==> config.mk <==
export PLATFORM = sky130hd
export DESIGN_NAME = calc_cmd_arbiter
export DESIGN_NICKNAME = d
export VERILOG_FILES = /design/src/rtl/calc_cmd_arbiter.sv
export SDC_FILE = /design/constraint.sdc
export NUM_CORES = 1
export LEC_CHECK = 0
export CORE_ASPECT_RATIO = 1.75
export CORE_MARGIN = 8
export CORE_UTILIZATION = 32
export DETAILED_ROUTE_END_ITERATION = 10
export PLACE_DENSITY = 0.61
export REMOVE_ABC_BUFFERS = 1
export SYNTH_ARGS = -nofsm -noshare
export SYNTH_HDL_FRONTEND = slang
export SYNTH_SLANG_ARGS = --single-unit
==> constraint.sdc <==
create_clock -name clock -period 1.5 [get_ports clock]
set_input_delay 0.225 -clock clock [delete_from_list [all_inputs] [get_ports clock]]
set_output_delay 0.225 -clock clock [all_outputs]
set_load 0.02 [all_outputs]
==> src/rtl/calc_cmd_arbiter.sv <==
// Two-requester command arbiter in front of a calculator: round-robin grant with
// per-transaction locking. Optional watchdog enabled by defining CALC_ARB_TIMEOUT_EN.
module calc_cmd_arbiter #(
  parameter logic [3:0] IDLE_CMD       = 4'hD,
  parameter int         TIMEOUT_CYCLES = 64
) (
  input  logic       clock,
  input  logic       reset,
  input  logic       req0_valid,
  input  logic [3:0] req0_cmd,
  input  logic       req1_valid,
  input  logic [3:0] req1_cmd,
  input  logic [1:0] calc_status,
  output logic [3:0] calc_cmd,
  output logic       req0_ack,
  output logic       req1_ack,
  output logic       owner,
  output logic       locked,
  output logic       err,
  output logic       timeout
);

  typedef enum logic [1:0] {IDLE, DRIVE, SETTLE, ERROR} state_t;

  localparam logic [1:0] STATUS_ERR   = 2'b00;
  localparam logic [1:0] STATUS_READY = 2'b10;
  localparam logic [3:0] CMD_EQUALS   = 4'hE;

  state_t     state_reg;
  logic [3:0] calc_cmd_reg;
  logic       req0_ack_reg;
  logic       req1_ack_reg;
  logic       owner_reg;
  logic       locked_reg;
  logic       err_reg;

  logic       grant_valid;
  logic       grant_idx;
  logic [3:0] grant_cmd;
  logic       wd_expire;

  // A locked transaction keeps the bus for its owner until it sends "equals".
  always_comb begin
    grant_valid = 1'b0;
    grant_idx   = owner_reg;
    if (locked_reg) begin
      grant_valid = owner_reg ? req1_valid : req0_valid;
      grant_idx   = owner_reg;
    end else if (req0_valid && req1_valid) begin
      grant_valid = 1'b1;
      grant_idx   = ~owner_reg;
    end else if (req0_valid) begin
      grant_valid = 1'b1;
      grant_idx   = 1'b0;
    end else if (req1_valid) begin
      grant_valid = 1'b1;
      grant_idx   = 1'b1;
    end
  end

  assign grant_cmd = grant_idx ? req1_cmd : req0_cmd;

  always_ff @(posedge clock or posedge reset) begin
    if (reset) begin
      state_reg    <= IDLE;
      calc_cmd_reg <= IDLE_CMD;
      req0_ack_reg <= 1'b0;
      req1_ack_reg <= 1'b0;
      owner_reg    <= 1'b1;
      locked_reg   <= 1'b0;
      err_reg      <= 1'b0;
    end else begin
      req0_ack_reg <= 1'b0;
      req1_ack_reg <= 1'b0;
      if (state_reg != ERROR && (calc_status == STATUS_ERR || wd_expire)) begin
        state_reg    <= ERROR;
        err_reg      <= 1'b1;
        calc_cmd_reg <= IDLE_CMD;
      end else begin
        case (state_reg)
          IDLE: begin
            if (calc_status == STATUS_READY && grant_valid) begin
              owner_reg    <= grant_idx;
              calc_cmd_reg <= grant_cmd;
              state_reg    <= DRIVE;
            end
          end
          DRIVE: begin
            // Calculator leaving "ready" means it has consumed the command.
            if (calc_status != STATUS_READY) begin
              if (owner_reg) req1_ack_reg <= 1'b1;
              else           req0_ack_reg <= 1'b1;
              locked_reg   <= (calc_cmd_reg != CMD_EQUALS);
              calc_cmd_reg <= IDLE_CMD;
              state_reg    <= SETTLE;
            end
          end
          SETTLE: begin
            if (calc_status == STATUS_READY) state_reg <= IDLE;
          end
          ERROR: begin
            calc_cmd_reg <= IDLE_CMD;
          end
          default: begin
            state_reg    <= IDLE;
            calc_cmd_reg <= IDLE_CMD;
          end
        endcase
      end
    end
  end

`ifdef CALC_ARB_TIMEOUT_EN
  localparam int WD_W = ($clog2(TIMEOUT_CYCLES + 1) > 8) ? $clog2(TIMEOUT_CYCLES + 1) : 8;

  logic [WD_W-1:0] wd_cnt_reg;
  logic            timeout_reg;
  logic            wd_waiting;

  // True only on cycles where the FSM will stay in DRIVE or SETTLE.
  assign wd_waiting = (state_reg == DRIVE  && calc_status == STATUS_READY) ||
                      (state_reg == SETTLE && calc_status[0]);
  assign wd_expire  = wd_waiting && (wd_cnt_reg == WD_W'(TIMEOUT_CYCLES - 1));

  always_ff @(posedge clock or posedge reset) begin
    if (reset) begin
      wd_cnt_reg  <= '0;
      timeout_reg <= 1'b0;
    end else begin
      if (wd_expire) timeout_reg <= 1'b1;
      if (wd_expire || !wd_waiting) wd_cnt_reg <= '0;
      else                          wd_cnt_reg <= wd_cnt_reg + 1'b1;
    end
  end

  assign timeout = timeout_reg;
`else
  assign wd_expire = 1'b0;
  assign timeout   = 1'b0;
`endif

  assign calc_cmd = calc_cmd_reg;
  assign req0_ack = req0_ack_reg;
  assign req1_ack = req1_ack_reg;
  assign owner    = owner_reg;
  assign locked   = locked_reg;
  assign err      = err_reg;

endmodule

---- After elaboration in Yosys (flattened, before gate mapping) ----
Index checks and enable logic that the tools add are counted.
word-level totals
  output and inout bits ................... 10
  word-level logic and storage cells ...... 57
  bits in registers ....................... 11
  bits of input ports ..................... 14
operators by class
  eq/ne operators ......................... 10
  reduce and logical (&&, ||, !) cells .... 11
  multiplexer cells ....................... 27
  bitwise gates (word level) .............. 2
operator list
  operator              count
  $mux W1               17
  $mux W4               4
  $pmux W4 S3           1
  $ne A3 B3 Y1 const B  3
  $reduce_and A3 Y1     3
  $mux W2               4
  $reduce_bool A4 Y1    2
  $eq A2 B2 Y1 const B  3
  $pmux W2 S3           1
  $logic_not A2 Y1      2
  $ne A2 B2 Y1 const B  2
  $ne A4 B4 Y1 const B  1
  $reduce_and A4 Y1     1
  $logic_and A1 B1 Y1   3
  $eq A2 B1 Y1 const B  1
  $not A1 Y1            2

---- Logic depth before layout (Yosys ltp) ----
  depth in word-level cells ............... 8
  mapped depth ............................ 6
  gate-level depth less buffers ........... 6

---- Worst setup path after synthesis ----
No wires, ideal clock.
  kind .................................... register to register
  start point ............................. register state_reg[0]
  end point ............................... register state_reg[0]
  slack ................................... -0.079 ns
  stages on the path, launching flop included .. 6
  period minus slack after synthesis ...... 1.579 ns
  buffers on the path ..................... 0
  required time ........................... 1.375 ns
  arrival time ............................ 1.455 ns
  setup time .............................. 0.125 ns
  cells stage by stage .................... dfrtp_1 ha_1 a21o_1 a221o_1 nor3b_2 a2bb2oi_1
on the way
  cells in the longest elaborated chain, start to end .. 4
  elaborated cells on any way between the ends .. 12
  those cells by class .................... 6 x eq/ne; 2 x mux; 4 x reduce/logical
RTL lines
  item                                                                        line  source
  start: declaration                                                          29    state_t state_reg;
  start signal: assignment                                                    65    state_reg <= IDLE;
  start signal: assignment                                                    76    state_reg <= ERROR;
  start signal: assignment                                                    85    state_reg <= DRIVE;
  $ne A2 B2 Y1                                                                75    if (state_reg != ERROR && (calc_status == STATUS_ERR || wd_expire)) begin
  $logic_and A1 B1 Y1                                                         75
  $ne A3 B3 Y1 (no source line) / $reduce_bool A4 Y1 (equally long branches)  --
  $reduce_and A4 Y1 (no source line)                                          --
Several ways; a longest one is shown, not always the timed one.
A chain may end at the register's enable or synchronous reset.

---- Final worst setup path ----
  start point ............................. register state_reg[0]
  end point ............................... register state_reg[1]
Same word-level chain as after synthesis.

==> flow_results.org <==
** Status
- Status :: complete, but fails checks
- Violated checks :: setup timing

** Timing
- F_max :: 637.3 MHz
- Setup repair after global routing missed its margin :: true
- Setup violations remaining at the end of the flow were counted as 3.
- Total count of hold-check failures in the final report :: 0
- The number of slew-limit violations in the final report was 0.
- Final critical-path share of the clock period :: 1.046
- Final period demand of the worst path :: 1.569 ns
- After layout, the worst setup slack is -0.06918 ns.
- Setup skew after layout :: 0.0007554 ns

** Clocking
- The clock reaches the later pin of the worst-skew pair after 0.23 ns.
- In this run, post-CTS hold repair placed 0 buffers.
- Number of buffers created by CTS :: 3
- Clock-pin slew was measured on the worst setup and hold paths at 0.05 ns.
- H-tree Lvls :: 1
- Maximum buffer depth of the clock tree :: 2
- Clock tree from TritonCTS :: yes
- Clock tree synthesis found a total of 11 sinks.
- Clock Tree Root :: sky130_fd_sc_hd__clkbuf_8

** GRT
- Summed over all layers, the global routing overflow is 0.
- For this run, global-route usage on met1 was measured as 0.1020.
- Most Used Layer, Global Route :: met2
- Entering global routing, the biggest net connects 12 pins.
- Vias in the first global route :: 879
- Met2 capacity usage during global routing :: 0.1917
- Across every metal layer, demand over resource in global routing totals 0.1073.
- For met3 alone, demand over resource in global routing was 0.02857.
- Number of antenna violations at the first check in global routing :: 0
- First-pass GRT wire length :: 3.822 mm

** Die
- The die covers 4619 um2.
- Number of placement rows :: 24
- The die is 84.11 um tall.
- For this configuration, the core starts out at a cell density of 0.3363.
- Pin placement for this block handled 24 I/O pins.
- Standard cell core area :: 2522 um2
- Measured along the x axis, the die boundary spans 54.92 um.

** Setup path
- Type of destination of the critical path :: flip-flop
- Data required time at the worst endpoint :: 1.65 ns
- The signal on the critical path passes through ha_2 -> buf_4 -> or3_4 -> a21oi_2 -> a2bb2oi_1.
- Nature of the critical path startpoint :: flip-flop
- Path type of the worst setup path :: reg -> reg
- The slowest stage of the critical path is the sky130_fd_sc_hd__dfrtp_1 cell.
- The largest single stage delay on the critical path is 0.42 ns.
- Arrival time reported for the critical path endpoint :: 1.72 ns
- Highest net fanout along the worst path :: 6

** Placement
- Worst slack, placed :: -0.2144 ns
- Buffers placed on the I/O ports in this run total 22.
- Detailed placement ended at an HPWL of 1.919 mm.
- Routability-driven placement finished with a final weighted congestion of 0.8521.

** Route
- Vias after detailed routing :: 827
- Wires add up to 2.414 mm.
- WL/cell :: 15.18 um
- After detailed routing, the number of vias per cell comes to 5.201.
- The first detailed-routing pass ran for 4 iterations.
- After the first detailed-routing iteration, the DRC count stood at 13.
- In the routed design, unresolved DRC markers number 0.
- Final ANT Viol Nets :: 0

** Power
- For this design the static power due to leakage is 0.5819 nW.
- Worst VDD drop :: 0.5564 mV
- Dividing total power by cell area gives a power density of 557.2 nW/um2.

** Layout
- Flip-flop count of the largest register, all copies and words added :: 4
- The final layout contains 153 nets.
- From synthesis to final layout, the design area changed by 49.11%.
- In the final layout, the share of cells above drive strength 1 is 0.2481.
- Registers take 280.3 um2.
- Ant. Diodes :: 0
- Filler instances :: 245
- The multi-input combinational cells in the finished layout cover a total of 563.0 um2.
- At the end of the flow the core is filled with cells to 0.5015.

** Logic synthesis
- Leading area contributor after synthesis :: sky130_fd_sc_hd__dfrtp_1
- Number of warning messages in the yosys log :: 0
- After technology mapping, the gate count stands at 99.
- The share of the Yosys chip area taken by registers is 0.3304.
- After synthesis, the mean cell area works out to 8.569 um2.
- Register bit count reported by yosys :: 11
- The mapped netlist covers 848.3 um2.
- Yosys mapped the design onto 36 distinct sky130hd cell types.
- Top cells by area, synth :: sky130_fd_sc_hd__dfrtp_1, sky130_fd_sc_hd__dfstp_2, sky130_fd_sc_hd__ha_1
- Area share of the leading cell type in the synthesized netlist :: 0.2065

** Flow run
- Max capacitance violation total :: 0

** Min path
- Min-Delay Path Class :: in -> async
[report_power, final]
group	internal, mW	leakage [nW]	switching [mW]
Clock	0.186	0.0228	0.104
Combinational	0.0608	0.431	0.0541
Sequential	0.299	0.128	0.000601
[Yosys cell counts]
master	instances
sky130_fd_sc_hd__o21ai_0	5
sky130_fd_sc_hd__o21ba_1	1
sky130_fd_sc_hd__o221ai_1	1
sky130_fd_sc_hd__conb_1	1
sky130_fd_sc_hd__a211oi_1	3
sky130_fd_sc_hd__a21o_1	3
sky130_fd_sc_hd__a21oi_2	1
sky130_fd_sc_hd__and3b_1	1
sky130_fd_sc_hd__a31oi_1	1
sky130_fd_sc_hd__a21oi_1	3
sky130_fd_sc_hd__or3_1	1
sky130_fd_sc_hd__a41oi_1	1
sky130_fd_sc_hd__mux2i_1	5
sky130_fd_sc_hd__and4_1	1
sky130_fd_sc_hd__buf_4	1
sky130_fd_sc_hd__nor2b_1	1
sky130_fd_sc_hd__a221o_1	1
sky130_fd_sc_hd__nor3b_2	1
sky130_fd_sc_hd__nand2b_1	3
sky130_fd_sc_hd__nand3b_1	1
sky130_fd_sc_hd__dfstp_2	4
sky130_fd_sc_hd__nand2_1	7
sky130_fd_sc_hd__buf_2	3
sky130_fd_sc_hd__and2_4	1
sky130_fd_sc_hd__nor3_1	1
sky130_fd_sc_hd__o21ai_1	1
sky130_fd_sc_hd__o22ai_1	3
sky130_fd_sc_hd__a21boi_1	1
sky130_fd_sc_hd__inv_1	9
sky130_fd_sc_hd__a32o_1	1
sky130_fd_sc_hd__ha_1	5
sky130_fd_sc_hd__a22oi_1	3
sky130_fd_sc_hd__nor2_1	14
sky130_fd_sc_hd__a2bb2oi_1	2
sky130_fd_sc_hd__o221ai_2	1
sky130_fd_sc_hd__dfrtp_1	7
[stage by stage]
stage          hold slack [ns]  TNS, ns  std cells  power (mW)  area, um2
2_1_floorplan          0.07458  -0.2298         95      0.3460      825.8
3_3_place_gp            0.4528  -0.8510        154      0.4107       1161
3_5_place_dp            0.4617  -0.9945        154      0.4130       1161
4_1_cts                 0.2984  -0.1633        159      0.7094       1219
5_1_grt                 0.3197  -0.6235        159      0.7362       1265
6_report                0.2912  -0.1392        159      0.7048       1265
[final cells by class]
cell class	instances	area share
Timing Repair Buffer	34	0.2453
Tap cell	26	0.02572
Inverter	9	0.02671
Multi-Input combinational cell	75	0.4451
Sequential cell	11	0.2216
Clock buffer	4	0.03561
[worst paths after layout]
path	startpoint	slack, ns	to	cells after the start
max in group asynchronous	reset	0.87	owner	2
max reg2reg	state_reg[0]	-0.07	state_reg[1]	5
min reg2reg	err	0.47	err	1
min in group clock	err	0.47	err	1
max	state_reg[0]	-0.07	state_reg[1]	5
min	reset	0.29	req0_ack	2
[layer usage]
metal,wire [um],vias up
li1,-,421
met2,1318,20
met4,78,0
met5,0,-
met3,138,8
met1,878,378
[placed cells by master, fill, tap and decap left out, types with 2 or more instances in the layout]
cell type                         synthesis  final
sky130_fd_sc_hd__clkdlybuf4s50_1          0     16
sky130_fd_sc_hd__a211oi_1                 3      2
sky130_fd_sc_hd__dlymetal6s2s_1           0      2
sky130_fd_sc_hd__dlygate4sd2_1            0      4
sky130_fd_sc_hd__buf_4                    1     12
sky130_fd_sc_hd__dfstp_2                  4      4
sky130_fd_sc_hd__a21oi_1                  3      2
sky130_fd_sc_hd__o22ai_1                  3      3
sky130_fd_sc_hd__nor2_1                  14     13
sky130_fd_sc_hd__dfrtp_1                  7      7
sky130_fd_sc_hd__ha_2                     0      2
sky130_fd_sc_hd__o21ai_0                  5      5
sky130_fd_sc_hd__a22oi_1                  3      2
sky130_fd_sc_hd__a21oi_2                  1      2
sky130_fd_sc_hd__nand2b_1                 3      3
sky130_fd_sc_hd__inv_1                    9      9
sky130_fd_sc_hd__a21o_1                   3      3
sky130_fd_sc_hd__ha_1                     5      2
sky130_fd_sc_hd__mux2i_1                  5      5
sky130_fd_sc_hd__a2bb2oi_1                2      2
sky130_fd_sc_hd__clkbuf_8                 0      3
sky130_fd_sc_hd__nand2_1                  7      7
[timing repair]
action                                  4_1_cts  5_1_grt
pin swaps                                     6        3
endpoints found under the setup margin       10        8
setup buffers                                 1        0
resized for setup                             7       11
[kinds of logic (layout without fill, tap and decap cells)]
group           count (synthesis)  in the layout  synth area share
flops                          11             11            0.3304
mux                             5              5           0.05900
simple gates                   32             32            0.1903
compound gates                 32             32            0.2758
other cells                     1              1          0.004421
buf+inv                        13             47           0.06637
fa+ha+maj                       5              5           0.07375
[critical path, delay by kind of cell (launching register included)]
kind                     cells  cell delay (ns)
adder cells (fa/ha/maj)      1             0.20
flip-flops                   1             0.42
AND/OR/NAND/NOR              1             0.36
buffers and inverters        1             0.15
AO/OA/AOI/OAI                2             0.36
(Power assumes the default switching activity.)
